File: config.mk
export PLATFORM = sky130hd
export DESIGN_NAME = cp_if_fetch_unit
export DESIGN_NICKNAME = d
export VERILOG_FILES = /design/src/rtl/cp_pkg.sv /design/src/rtl/cp_fifo.sv /design/src/rtl/cp_if_fetch_unit.sv
export SDC_FILE = /design/constraint.sdc
export NUM_CORES = 1
export LEC_CHECK = 0
export ABC_CLOCK_PERIOD_IN_PS = 9300
export BUFFER_PORTS_ARGS = -buffer_cell sky130_fd_sc_hd__buf_4
export CAP_MARGIN = 20
export CORE_MARGIN = 2
export CORE_UTILIZATION = 50
export DETAILED_ROUTE_END_ITERATION = 7
export GPL_ROUTABILITY_DRIVEN = 1
export HOLD_SLACK_MARGIN = 0.12
export PLACE_DENSITY = 0.7
export SETUP_SLACK_MARGIN = 0.2
export SYNTH_ARGS = -nofsm -noshare
export SYNTH_HDL_FRONTEND = slang
export SYNTH_HIERARCHICAL = 1
export SYNTH_SLANG_ARGS = --single-unit
File: constraint.sdc
create_clock -name clk -period 9.3 [get_ports clk]
set_clock_uncertainty 0.05 [all_clocks]
set_input_delay 0.93 -clock clk [delete_from_list [all_inputs] [get_ports clk]]
set_output_delay 0.93 -clock clk [all_outputs]
set_load 0.05 [all_outputs]
File: src/rtl/cp_pkg.sv
// Shared types and defaults for the instruction-fetch front end.
// Latency: n/a (declarations only).
// Backpressure: n/a.
package cp_pkg;

  localparam int              CP_XLEN     = 32;
  localparam logic [31:0]     CP_RESET_PC = 32'h0000_0000;
  localparam int              CP_INSTR_W  = 32;

  // One fetched instruction as handed to decode.
  typedef struct packed {
    logic [CP_XLEN-1:0]    pc;
    logic [CP_INSTR_W-1:0] instr;
  } fetch_pkt_t;

endpackage

File: src/rtl/cp_fifo.sv
// Synchronous FIFO with push/pop/flush and occupancy count.
// Latency: pushed word visible at pop_data the cycle after the push.
// Backpressure: push ignored when full unless a pop happens the same cycle; flush wins over push/pop.
// Ports: clk, rst (async active-high), push/push_data, pop/pop_data, flush, count, full, empty.
module cp_fifo #(
  parameter int WIDTH = 8,
  parameter int DEPTH = 4
) (
  input  logic                       clk,
  input  logic                       rst,
  input  logic                       push,
  input  logic [WIDTH-1:0]           push_data,
  input  logic                       pop,
  input  logic                       flush,
  output logic [WIDTH-1:0]           pop_data,
  output logic [$clog2(DEPTH+1)-1:0] count,
  output logic                       full,
  output logic                       empty
);

  localparam int             AW       = (DEPTH > 1) ? $clog2(DEPTH) : 1;
  localparam int             CW       = $clog2(DEPTH+1);
  localparam logic [AW-1:0]  LAST     = AW'(DEPTH-1);
  localparam logic [CW-1:0]  FULL_CNT = CW'(DEPTH);

  logic [WIDTH-1:0] mem [DEPTH];
  logic [AW-1:0]    wr_ptr;
  logic [AW-1:0]    rd_ptr;
  logic             do_push;
  logic             do_pop;

  assign empty    = (count == '0);
  assign full     = (count == FULL_CNT);
  assign do_pop   = pop & ~empty;
  // A pop in the same cycle frees the slot, so a full FIFO may still accept.
  assign do_push  = push & (~full | do_pop);
  assign pop_data = mem[rd_ptr];

  always_ff @(posedge clk or posedge rst) begin
    if (rst) begin
      wr_ptr <= '0;
      rd_ptr <= '0;
      count  <= '0;
    end else if (flush) begin
      wr_ptr <= '0;
      rd_ptr <= '0;
      count  <= '0;
    end else begin
      if (do_push) wr_ptr <= (wr_ptr == LAST) ? '0 : wr_ptr + AW'(1);
      if (do_pop)  rd_ptr <= (rd_ptr == LAST) ? '0 : rd_ptr + AW'(1);
      count <= count + CW'(do_push) - CW'(do_pop);
    end
  end

  always_ff @(posedge clk) begin
    if (do_push && !flush) mem[wr_ptr] <= push_data;
  end

endmodule

File: src/rtl/cp_if_fetch_unit.sv
// Instruction fetch front end: PC, pipelined in-order fetch requests, fetch queue to decode, redirects.
// Latency: response at cycle N appears on the decode port at N+1.
// Backpressure: credit rule (queue + in-flight <= FQ_DEPTH) means responses are never stalled;
//   decode backpressure only throttles new requests.
// Ports: clk, rst; instr_req_o/gnt_i/addr_o request port; instr_rvalid_i/rdata_i response;
//   redirect_i/redirect_pc_i; instr_valid_id_o/ready_id_i/data_id_o/pc_id_o decode stream.
module cp_if_fetch_unit
  import cp_pkg::*;
#(
  parameter int              XLEN      = CP_XLEN,
  parameter logic [XLEN-1:0] RESET_PC  = XLEN'(CP_RESET_PC),
  parameter int              FQ_DEPTH  = 4,
  parameter int              MAX_OUTST = 2
) (
  input  logic            clk,
  input  logic            rst,
  output logic            instr_req_o,
  input  logic            instr_gnt_i,
  output logic [XLEN-1:0] instr_addr_o,
  input  logic            instr_rvalid_i,
  input  logic [31:0]     instr_rdata_i,
  input  logic            redirect_i,
  input  logic [XLEN-1:0] redirect_pc_i,
  output logic            instr_valid_id_o,
  input  logic            instr_ready_id_i,
  output logic [31:0]     instr_data_id_o,
  output logic [XLEN-1:0] instr_pc_id_o
);

  localparam int            CW        = $clog2(MAX_OUTST+1);
  localparam int            QW        = $clog2(FQ_DEPTH+1);
  localparam int            PW        = XLEN + 32;
  localparam logic [CW-1:0] OUTST_MAX = CW'(MAX_OUTST);

  logic [XLEN-1:0] pc;
  logic [CW-1:0]   outst;     // requests granted but not yet answered
  logic [CW-1:0]   drop;      // answers still owed to a squashed fetch stream
  logic            issue;
  logic            keep;
  logic            id_pop;
  logic [PW-1:0]   q_head;
  logic [QW-1:0]   q_count;
  logic            q_full;
  logic            q_empty;
  logic [XLEN-1:0] tag_head;
  logic [CW-1:0]   tag_count;
  logic            tag_full;
  logic            tag_empty;

  // Only request when the answer is guaranteed a queue slot.
  assign instr_req_o  = !rst && !redirect_i && (outst < OUTST_MAX) &&
                        ((int'(q_count) + int'(outst)) < FQ_DEPTH);
  assign instr_addr_o = pc;
  assign issue        = instr_req_o & instr_gnt_i;

  // A response arriving in a redirect cycle belongs to the old stream.
  assign keep   = instr_rvalid_i && (drop == '0) && !redirect_i;
  assign id_pop = instr_valid_id_o && instr_ready_id_i && !redirect_i;

  assign instr_valid_id_o = !q_empty;
  assign instr_pc_id_o    = q_empty ? '0 : q_head[PW-1:32];
  assign instr_data_id_o  = q_empty ? '0 : q_head[31:0];

  always_ff @(posedge clk or posedge rst) begin
    if (rst) begin
      pc    <= RESET_PC;
      outst <= '0;
      drop  <= '0;
    end else if (redirect_i) begin
      pc    <= {redirect_pc_i[XLEN-1:2], 2'b00};
      // Everything still in flight after this cycle is stale.
      outst <= outst - CW'(instr_rvalid_i);
      drop  <= outst - CW'(instr_rvalid_i);
    end else begin
      if (issue) pc <= pc + XLEN'(4);
      outst <= outst + CW'(issue) - CW'(instr_rvalid_i);
      if (instr_rvalid_i && (drop != '0)) drop <= drop - CW'(1);
    end
  end

  cp_fifo #(.WIDTH(PW), .DEPTH(FQ_DEPTH)) u_fetch_q (
    .clk       (clk),
    .rst       (rst),
    .push      (keep),
    .push_data ({tag_head, instr_rdata_i}),
    .pop       (id_pop),
    .flush     (redirect_i),
    .pop_data  (q_head),
    .count     (q_count),
    .full      (q_full),
    .empty     (q_empty)
  );

  // PC of each in-flight request, so responses can be labelled in order.
  // Never flushed: squashed responses still arrive and must pop their tag.
  cp_fifo #(.WIDTH(XLEN), .DEPTH(MAX_OUTST)) u_tag_q (
    .clk       (clk),
    .rst       (rst),
    .push      (issue),
    .push_data (pc),
    .pop       (instr_rvalid_i),
    .flush     (1'b0),
    .pop_data  (tag_head),
    .count     (tag_count),
    .full      (tag_full),
    .empty     (tag_empty)
  );

  a_rvalid_needs_outst: assert property (@(posedge clk) disable iff (rst)
    instr_rvalid_i |-> (outst != '0) && !tag_empty);
  a_tag_tracks_outst: assert property (@(posedge clk) disable iff (rst)
    tag_count == outst);
  a_no_tag_overflow: assert property (@(posedge clk) disable iff (rst)
    issue |-> !tag_full);
  a_no_queue_overflow: assert property (@(posedge clk) disable iff (rst)
    keep |-> (!q_full || id_pop));

endmodule

==> reports/qor.txt <==
status: completed
cells along the critical path: buf_4 -> buf_16 -> mux4_2 -> nor2b_1 -> buf_4
post-cts sizing count: 0
met3 WL post-DR: 1.76 mm
H-tree Lvls: 2
Final period util: 41.4%
initial core utilization: 50.5%
actual slew at the worst max-slew pin: 1.02 ns
Internal Dissipation: 2.89 mW
Pleak: 6.19 nW
io pins: 168
Syn. warnings: 6
slowest CP cell: dfrtp_4
origin of the critical flop-to-flop path: u_fetch_q/count[1]$_DFF_PP0_
clock root cell: clkbuf_16
commonest non-fill, non-tap cells in the layout: edfxtp_1, buf_4, nor2b_1
Placer Congestion: 0.766
sequential share of power: 48.2%
initial antenna violation count: 0
synthesis-to-finish area growth: 19.4%
PortBufs: 163
commonest non-fill, non-tap cell in the layout: edfxtp_1
mapped cell area: 14900 um^2
clock share of power: 35.7%
RSZ-0062 raised after global routing: no
antenna cells: 0
Psw: 1.10 mW
largest net degree at the start of global routing: 67
vias per cell: 5.58
R2R cell count: 11
Final Setup Violations: 0
worst reg2reg path endpoint: u_tag_q/count[1]$_DFF_PP0_
die area: 31200 um^2
DRC viols: 0
Slew Limit Fails: 0
Clk pin slew, worst setup/hold paths: 0.06 ns
Switching Share: 27.6%
Power Density: 224 nW/um^2
CTS Hold Bufs: 0
Syn Area/Cell: 17.7 um^2
slowest stage delay, CP: 0.66 ns
reg2reg setup slack: 5.88 ns
Initial DRC Count: 549
VDD IR-drop max: 130 uV
final hold vios: 0
Slew HR: 31.9%
Layout Utilization: 60.3%
Skew-Pair Late Insertion Delay: 0.53 ns
Max FO, Critical Path: 36
Detail Route Antenna Nets: 0
CP most frequent cell: buf_4
DIE WIDTH: 177 um
routed vias: 8081
Post-DP HPWL: 16.5 mm
max frequency: 260 MHz
CTS max path bufs: 3
row cnt: 63
TritonCTS buffer count: 38
Routed WL: 29.2 mm
CTS tree: done
fillcell total: 2225
core box area: 29500 um^2
TritonRoute pass-1 iters: 5
crit path kind: flop to output pin
buffer count from post-CTS setup fixing: 0
Sum Neg Setup Slack: 0 ns
placed inst area: 16600 um^2
max-cap viol count: 0
layout cells sized above 1: 32.8%
clock sinks: 365
WL per Instance: 20.2 um
Die Ht: 177 um
wire length on met1: 12.9 mm
highest metal used: met4
Data required, critical path: 8.32 ns
met2 wire length: 14.2 mm
grt ovf: 0
Layout Nets: 1112
Worst Hold Class: input pin to async pin
Worst setup EP type: output pin
fin crit period: 3.85 ns
number of global-route vias before repair: 8237
global-route wire length before repair: 45.5 mm
CP Launch Type: flop
final instance area: 17800 um^2
critical path data arrival time: 2.87 ns
Overall Global Routing Usage: 19.0%
Synth Instances: 842
logic gate share of total power: 16.1%
[per-stage QoR]
stage               std cells  power (mW)  worst slack (ns)  hold slack [ns]
detailed placement       1378        2.60              5.11            0.485
CTS                      1446        4.04              5.08            0.265
finish                   1447        3.99              5.45            0.280
floorplan                 855        2.38              1.91            0.455
global placement         1378        2.59              5.12            0.471
global route             1447        4.15              5.23            0.276
[critical path: cells and delay by family, from the launching register on]
kind | cells | cell delay (ns)
multiplexers | 1 | 0.53
AND/OR/NAND/NOR | 1 | 0.17
flip-flops | 1 | 0.66
buffers and inverters | 3 | 0.96
[power by group through the flow]
stage / logic (mW) / clock network [mW] / registers, mW
after floorplan: 0.394 / 0 / 1.99
after global placement: 0.643 / 0 / 1.95
after detailed placement: 0.649 / 0 / 1.96
after CTS: 0.652 / 1.46 / 1.92
after global routing: 0.689 / 1.53 / 1.93
final: 0.643 / 1.42 / 1.92
[area by class of cell]
| class | count | area [um^2] | area share (%) |
|---|---|---|---|
| well taps | 390 | 488 | 2.74 |
| clock buffers | 44 | 995 | 5.60 |
| repair buffers | 177 | 1350 | 7.59 |
| clock inverters | 24 | 180 | 1.01 |
| flip-flops and latches | 365 | 10700 | 60.4 |
| multi-input cells | 431 | 3970 | 22.3 |
| inverters | 16 | 60.1 | 0.338 |
[per-layer routing]
| metal | global-route usage, % | up-vias |
|---|---|---|
| li1 | - | 3666 |
| met1 | 26.5 | 4108 |
| met2 | 31.1 | 273 |
| met3 | 3.34 | 34 |
| met4 | 4.96 | 0 |
| met5 | 0 | - |
[how the worst max path moves through the flow]
stage | start | endpoint | cells after the start
floorplan | redirect_i | u_fetch_q/mem[2][0]$_DFFE_PP_ | 6
global route | u_fetch_q/rd_ptr[0]$_DFFE_PP0P_ | instr_pc_id_o[21] | 5
CTS | u_fetch_q/rd_ptr[0]$_DFFE_PP0P_ | instr_pc_id_o[21] | 4
global placement | redirect_i | u_tag_q/count[1]$_DFF_PP0_ | 11
detailed placement | redirect_i | u_tag_q/count[1]$_DFF_PP0_ | 11
finish | u_fetch_q/rd_ptr[0]$_DFFE_PP0P_ | instr_pc_id_o[21] | 5
[state kept, by name, indices dropped and copies added, names as in the netlist, 2 cells and up]
register	flops
u_fetch_q/rd_ptr	2
u_tag_q/count	2
drop	2
outst	2
u_fetch_q/count	3
instr_addr_o	30
u_fetch_q/wr_ptr	2
u_fetch_q/mem	256
u_tag_q/mem	64
No activity file was read; power rests on OpenSTA's default activity.
